### config.mk
export PLATFORM = sky130hd
export DESIGN_NAME = l1ahbmtx_output_arbiter
export DESIGN_NICKNAME = d
export VERILOG_FILES = /design/src/rtl/l1ahbmtx_pkg.sv /design/src/rtl/l1ahbmtx_burst_tracker.sv /design/src/rtl/l1ahbmtx_output_arbiter.sv
export SDC_FILE = /design/constraint.sdc
export NUM_CORES = 1
export LEC_CHECK = 0
export ABC_AREA = 0
export CAP_MARGIN = 20
export CORE_ASPECT_RATIO = 1.25
export CORE_MARGIN = 2
export CORE_UTILIZATION = 49
export CTS_CLUSTER_SIZE = 20
export DETAILED_ROUTE_END_ITERATION = 7
export PLACE_DENSITY = 0.78
export SLEW_MARGIN = 5
export SYNTH_ARGS = -nofsm -noshare
export SYNTH_HDL_FRONTEND = slang
export SYNTH_SLANG_ARGS = --single-unit
export TNS_END_PERCENT = 5
### constraint.sdc
create_clock -name HCLK -period 2.4 [get_ports HCLK]
set_input_delay 0.24 -clock HCLK [delete_from_list [all_inputs] [get_ports HCLK]]
set_output_delay 0.24 -clock HCLK [all_outputs]
set_load 0.005 [all_outputs]
### src/rtl/l1ahbmtx_pkg.sv
// Shared AHB encodings and burst helpers for the L1 AHB matrix.
// Used by the output arbiter and its burst tracker.
package l1ahbmtx_pkg;

    localparam int BEAT_W = 4;

    typedef enum logic [1:0] {
        HTRANS_IDLE   = 2'b00,
        HTRANS_BUSY   = 2'b01,
        HTRANS_NONSEQ = 2'b10,
        HTRANS_SEQ    = 2'b11
    } htrans_e;

    typedef enum logic [2:0] {
        HBURST_SINGLE = 3'b000,
        HBURST_INCR   = 3'b001,
        HBURST_WRAP4  = 3'b010,
        HBURST_INCR4  = 3'b011,
        HBURST_WRAP8  = 3'b100,
        HBURST_INCR8  = 3'b101,
        HBURST_WRAP16 = 3'b110,
        HBURST_INCR16 = 3'b111
    } hburst_e;

    // Remaining beats after the first one; undefined-length INCR is never held.
    function automatic logic [BEAT_W-1:0] burst_beats(input logic [2:0] hburst);
        case (hburst)
            HBURST_WRAP4,  HBURST_INCR4:  burst_beats = 4'd3;
            HBURST_WRAP8,  HBURST_INCR8:  burst_beats = 4'd7;
            HBURST_WRAP16, HBURST_INCR16: burst_beats = 4'd15;
            default:                      burst_beats = 4'd0;
        endcase
    endfunction

endpackage

### src/rtl/l1ahbmtx_burst_tracker.sv
// Counts remaining beats of a fixed-length burst and requests the grant be held.
// Latency: burst_hold is combinational from the beat being accepted; state moves only when HREADYM=1.
module l1ahbmtx_burst_tracker
    import l1ahbmtx_pkg::*;
(
    input  logic       HCLK,
    input  logic       HRESETn,
    input  logic       HREADYM,
    input  logic [1:0] HTRANSM,
    input  logic [2:0] HBURSTM,
    input  logic       granted,
    input  logic       holder_req,
    output logic       burst_hold
);

    logic [BEAT_W-1:0] beats_left;
    logic [BEAT_W-1:0] beats_next;
    logic              early_term;

    // Hold follows the count after this beat, so the grant is kept from the
    // first NONSEQ and released on the edge that accepts the last beat.
    always_comb begin
        early_term = (beats_left != '0) && !holder_req;
        beats_next = beats_left;
        if (early_term) begin
            beats_next = '0;
        end else if (granted && (HTRANSM == HTRANS_NONSEQ)) begin
            beats_next = burst_beats(HBURSTM);
        end else if (granted && (HTRANSM == HTRANS_SEQ) && (beats_left != '0)) begin
            beats_next = beats_left - 1'b1;
        end
        burst_hold = (beats_next != '0);
    end

    always_ff @(posedge HCLK or negedge HRESETn) begin
        if (!HRESETn) begin
            beats_left <= '0;
        end else if (HREADYM) begin
            beats_left <= beats_next;
        end
    end

endmodule

### src/rtl/l1ahbmtx_output_arbiter.sv
// Round-robin grant of one slave port among NUM_PORTS input stages; L1AHBMTX_FIXED_PRIORITY_EN selects fixed priority.
// Latency: one registered cycle from request to grant; wait states (HREADYM=0) freeze all state.
module l1ahbmtx_output_arbiter
    import l1ahbmtx_pkg::*;
#(
    parameter int NUM_PORTS = 4,
    parameter int PORT_W    = 2
) (
    input  logic                 HCLK,
    input  logic                 HRESETn,
    input  logic [NUM_PORTS-1:0] req_port,
    input  logic                 HREADYM,
    input  logic [1:0]           HTRANSM,
    input  logic [2:0]           HBURSTM,
    input  logic                 HMASTLOCKM,
    output logic [PORT_W-1:0]    addr_in_port,
    output logic                 no_port,
    output logic [PORT_W-1:0]    data_in_port,
    output logic                 data_in_valid
);

    logic              burst_hold;
    logic              hold;
    logic              found;
    logic [PORT_W-1:0] start;
    logic [PORT_W-1:0] pick;
    logic [PORT_W-1:0] idx_p;
    int                idx;

    l1ahbmtx_burst_tracker u_burst_tracker (
        .HCLK       (HCLK),
        .HRESETn    (HRESETn),
        .HREADYM    (HREADYM),
        .HTRANSM    (HTRANSM),
        .HBURSTM    (HBURSTM),
        .granted    (!no_port),
        .holder_req (req_port[addr_in_port]),
        .burst_hold (burst_hold)
    );

    assign hold = HMASTLOCKM || (HTRANSM == HTRANS_BUSY) || burst_hold;

    // Wrap explicitly at NUM_PORTS so non-power-of-two port counts never skip or alias.
    always_comb begin
`ifdef L1AHBMTX_FIXED_PRIORITY_EN
        start = '0;
`else
        start = ((int'(addr_in_port) + 1) >= NUM_PORTS) ? '0 : addr_in_port + 1'b1;
`endif
        found = 1'b0;
        pick  = addr_in_port;
        idx   = 0;
        idx_p = '0;
        for (int i = 0; i < NUM_PORTS; i++) begin
            idx = int'(start) + i;
            if (idx >= NUM_PORTS) begin
                idx = idx - NUM_PORTS;
            end
            idx_p = PORT_W'(idx);
            if (!found && req_port[idx_p]) begin
                found = 1'b1;
                pick  = idx_p;
            end
        end
    end

    always_ff @(posedge HCLK or negedge HRESETn) begin
        if (!HRESETn) begin
            addr_in_port  <= '0;
            no_port       <= 1'b1;
            data_in_port  <= '0;
            data_in_valid <= 1'b0;
        end else if (HREADYM) begin
            data_in_port  <= addr_in_port;
            data_in_valid <= !no_port && HTRANSM[1];
            if (!hold) begin
                if (found) begin
                    addr_in_port <= pick;
                    no_port      <= 1'b0;
                end else begin
                    no_port      <= 1'b1;
                end
            end
        end
    end

endmodule

# After elaboration in Yosys (flattened, before gate mapping)
# Cells that the tools add are included.
# Widths: inputs -> output; s select.
# totals
out_inout_bits,6
inputBits,13
ff_bits,10
# op_classes
eq_ne,9
n_lt_le_gt_ge,10
reduce_logical,23
add_sub_neg,10
n_bitwise,1
mux,28
# ops
op,n
$mux 2,9
$lt 2x3->1 const B,5
$eq 3x3->1 const B,4
$ge 3x3->1 const B,4
$mux 4,3
$pmux 4 s3,1
$reduce_bool 4->1,3
$bmux 1 s2,5
$mux 1,10
$logic_and 1x1->1,8
$sub 2x1->2 const B,4
$add 2x1->3 const B,2
$add 2x2->3 const B,2
$eq 3x2->1 const B,2
$reduce_or 2->1,3
$logic_not 1->1,5
$eq 2x2->1 const B,2
$reduce_and 4->1,1
$sub 4x1->4 const B,1
$ge 2x3->1 const B,1
$add 2x1->2 const B,1
$eq 2x1->1 const B,1
$logic_or 1x1->1,2
$reduce_and 2->1,1
$not 1->1,1

# Longest topological paths before layout
# depth
word_depth,18
mapped_depth,8
mapped_depth_nobuf,8

# Modules after synthesis
# A second synthesis with hierarchy kept.
# unflattened
hier_cells,106
hier_area_um2,973.4
# modules_own_cells
mod,area_per_inst_um2,seq_area_each_um2,cells_each,n_inst
l1ahbmtx_output_arbiter,651.9,151.4,71,1
l1ahbmtx_burst_tracker,321.6,100.1,35,1

# Least setup slack after synthesis
# Ideal clock, no wire load.
# synth_timing
path_kind,register -> register
from,register addr_in_port[0]
to,register addr_in_port[0]
slack_ns,0.374
stages_incl_launch_ff,7
arrival_time_ns,1.898
period_less_slack_ns,2.026
n_path_buf,0
cell_sequence,dfrtp_1 -> mux4_2 -> a21oi_4 -> o21bai_2 -> o311ai_1 -> nor3_2 -> mux2_1
# synth_via
elab_chain_len,18
word_cells_on_any_way,51
classes_between,add/sub: 9; order compare: 5; mux: 24; bitwise: 1; reduce/logical: 12
# synth_lines
item,line,text
start: declaration,l1ahbmtx_output_arbiter.sv:16,"output logic [PORT_W-1:0] addr_in_port,"
start signal: assignment,l1ahbmtx_output_arbiter.sv:78,addr_in_port <= pick;
"parallel branches: the longest is 18 deep, another holds $add 2x1->3",--,
# Several ways; the timed one is not identified. The select of a mux whose other input is x is not followed.
# A chain may end at the register's enable or synchronous reset.

# Worst setup path after layout
# layout_timing
from,register u_burst_tracker.beats_left[0]
to,register addr_in_port[0]
# layout_via
elab_chain_len,9
word_cells_on_any_way,11
classes_between,add/sub: 1; mux: 3; bitwise: 1; reduce/logical: 6
# layout_lines
item,line,text
start: declaration,l1ahbmtx_burst_tracker.sv:16,logic [BEAT_W-1:0] beats_left;
start signal: assignment,l1ahbmtx_burst_tracker.sv:39,beats_left <= beats_next;
"parallel branches: the longest is 4 deep, another holds $sub 4x1->4",--,
$mux 4 (*),l1ahbmtx_burst_tracker.sv:25,if (early_term) begin
$reduce_bool 4->1 (*),l1ahbmtx_burst_tracker.sv:32,burst_hold = (beats_next != '0);
$logic_or 1x1->1 (*),l1ahbmtx_output_arbiter.sv:41,assign hold = HMASTLOCKM || (HTRANSM == HTRANS_BUSY) || burst_hold;
$not 1->1 (no source line) (*),--,
$reduce_and 4->1 (no source line) (*),--,
# Mark *: on every way between the ends.

==> results by group <==
Job
  • Max cap viols: 0

Route
  • Routed vias/inst: 5.66
  • Drt pass-1 iters: 4
  • Total number of vias: 810
  • Antenna viol nets, final: 0
  • Initial DRC count: 12
  • Post-route DRC: 0
  • WL/cell: 13.9 um
  • WL final: 1990 um

Global route
  • Tot GR Track Use: 22.9%
  • Grt ovf: 0
  • Number of global-route vias before repair: 780
  • Largest net degree at the start of global routing: 11
  • Antenna violations before repair: 0
  • First-pass GRT wire length: 3340 um

Pwr
  • Power Density: 1180 nW/um^2
  • Total Power: 1.34 mW
  • Leak pwr: 0.495 nW
  • Max VDD drop: 0.727 mV

STA
  • Max frequency: 460 MHz
  • Final Max Slew Viols: 0
  • Fin crit share: 90.6%
  • Setup violations, final: 0
  • Clk_skew: 0.00271 ns
  • Worst-Margin Slew: 0.448 ns
  • Final hold viol count: 0
  • RSZ-0062 raised after global routing: no
  • Crit path time final: 2.17 ns
  • Rel. slew slack: 69.9%
  • Min Hold Slack: 0.276 ns

Logic synthesis
  • Yosys reg bits: 10
  • XOR/XNOR Fraction of Synth Area: 0%
  • Mux contribution to synthesized area: 19.2%
  • Post-synth EDFFs: 0
  • Top_reg_cell synth: dfrtp_1
  • Distinct cells, synth: 42
  • Async SR Flop Fraction: 100%
  • Sequential share of the synthesized area: 29.4%
  • Synth warn: 0
  • Synth Net Count: 114
  • Adder-cell share of the synthesized area: 2.92%
  • Compound-cell area share of the yosys netlist: 25.4%
  • Mapped cell area: 856 sq um
  • Synth Area in Simple Gates: 17.7%
  • Mean area per synthesized cell: 8.64 sq um
  • Post-Synthesis Cells: 99
  • Top-area cell type share of the netlist area: 26.3%
  • Synth area leaders: dfrtp_1, mux2_2, mux4_2
  • Post-synth top area cell: dfrtp_1
  • Largest family of logic cells by synthesized area: compound AO/OA/AOI/OAI gates

Floorplanning
  • Row Count: 16
  • Ports: 19
  • Die width: 41.4 um
  • Die area: 2100 sq um
  • CORE AREA: 1600 sq um
  • Starting Density: 53.4%
  • Die H: 50.7 um

Clock network
  • Cts-stage hold buffer count: 0
  • PostCTS Resize Cnt: 0
  • # H-tree levels: 1
  • Cts bufs inserted: 3
  • CTS tree: done
  • Clock latency on the worst-skew pair: 0.27 ns
  • Reg clk slew, reported paths: 0.07 ns
  • Root Buffer: clkbuf_4
  • Setup Fix Bufs, Post-CTS: 0
  • CTS max path bufs: 2
  • Sink Count: 10

Setup path
  • Worst-path fanout max: 5
  • CP endpoint kind: flop
  • WP data required: 2.55 ns
  • Critical path type: reg -> reg
  • Critical Path Source Type: flop
  • Arr. time, crit path: 2.33 ns

Final layout
  • Commonest cells after routing, fill and taps aside: clkdlybuf4s50_1, nor2_1, nand2_1, dfrtp_1
  • Layout Area Growth over Synthesis: 32.3%
  • Nets@finish: 141
  • Commonest non-fill, non-tap cell in the layout: clkdlybuf4s50_1
  • Diode count: 0
  • Ratio of cells with drive above 1 in the final layout: 20.0%

Status
  • Status: finished clean

Place
  • I/O Buffers: 17
  • Hpwl dp: 1660 um
  • Final Wtd Congestion: 0.806

Min path
  • Worst Hold Class: in -> async
[registers in the layout, summed over array words and instances, names as in the netlist]
signal and cells:
no_port 1, data_in_valid 1, u_burst_tracker.beats_left 4, data_in_port 2, addr_in_port 2
[logic make-up (layout without fill, tap and decap cells)]
kind of cell | after synthesis | in the layout
adders and majority gates | 2 | 2
buffers and inverters | 12 | 38
and+or+nand+nor | 32 | 32
DFF | 10 | 10
AOI/OAI and AO/OA | 30 | 30
muxes | 13 | 13
[worst max-delay path: stages, from the launching register on]
cell and delay (ns):
dfrtp_1 0.40, inv_1 0.08, ha_1 0.30, a211oi_2 0.39
mux2i_1 0.23, a21oi_1 0.12, nor3_2 0.19, mux2_1 0.34
[metal layers]
layer  GRT usage, %  vias to the layer above  wire length (um)
met5              0                        -                 0
met4           6.45                        0                27
met3           2.65                        4                73
met2           40.4                       17              1120
met1           27.3                      373               769
li1               -                      416                 -
[per-stage QoR]
| stage | instances | worst slack [ns] | setup TNS, ns | utilization [%] | instance area, sq um |
|---|---|---|---|---|---|
| 3_3_place_gp | 139 | 0.0281 | 0 | 68.4 | 1100 |
| 4_1_cts | 143 | 0.211 | 0 | 70.7 | 1130 |
| 6_report | 143 | 0.226 | 0 | 70.7 | 1130 |
| 5_1_grt | 143 | 0.0981 | 0 | 70.7 | 1130 |
| 3_5_place_dp | 139 | -0.0220 | -0.0436 | 68.4 | 1100 |
| 2_1_floorplan | 99 | 0.374 | 0 | - | 856 |
[cell type report]
class / instances / area [sq um]
Timing Repair Buffer: 25 / 230
Tap cell: 18 / 22.5
Fill cell: 142 / 469
Sequential cell: 10 / 251
Inverter: 9 / 33.8
Multi-Input combinational cell: 77 / 558
Clock buffer: 4 / 36.3
[path summary, 6_finish.rpt]
path / from / end / slack (ns) / cells past startpoint
max: u_burst_tracker.beats_left[0] / addr_in_port[0] / 0.23 / 7
min: HRESETn / data_in_valid / 0.28 / 1
max reg2reg: u_burst_tracker.beats_left[0] / addr_in_port[0] / 0.23 / 7
min reg2reg: data_in_port[0] / data_in_port[0] / 0.51 / 1
max in group asynchronous: HRESETn / no_port / 1.79 / 1
min in group HCLK: data_in_port[0] / data_in_port[0] / 0.51 / 1
[synth_stat cells, types with 2 or more instances]
cell / count
nand2_1: 9
mux2_2: 4
o21a_1: 2
clkbuf_1: 2
nand2b_1: 2
dfrtp_1: 9
inv_1: 8
mux2i_1: 4
a21oi_1: 6
o21ai_0: 3
mux4_2: 2
nor3_1: 2
a31oi_1: 2
o21ai_1: 3
ha_1: 2
nor2_1: 11
mux2_1: 3
[report_power, final]
part | internal, mW | switching (mW) | total, mW
combinational | 0.445 | 0.427 | 0.871
clock | 0.0923 | 0.0605 | 0.153
sequential | 0.245 | 0.0715 | 0.316
total | 0.782 | 0.559 | 1.34
No activity file was read; power rests on OpenSTA's default activity.
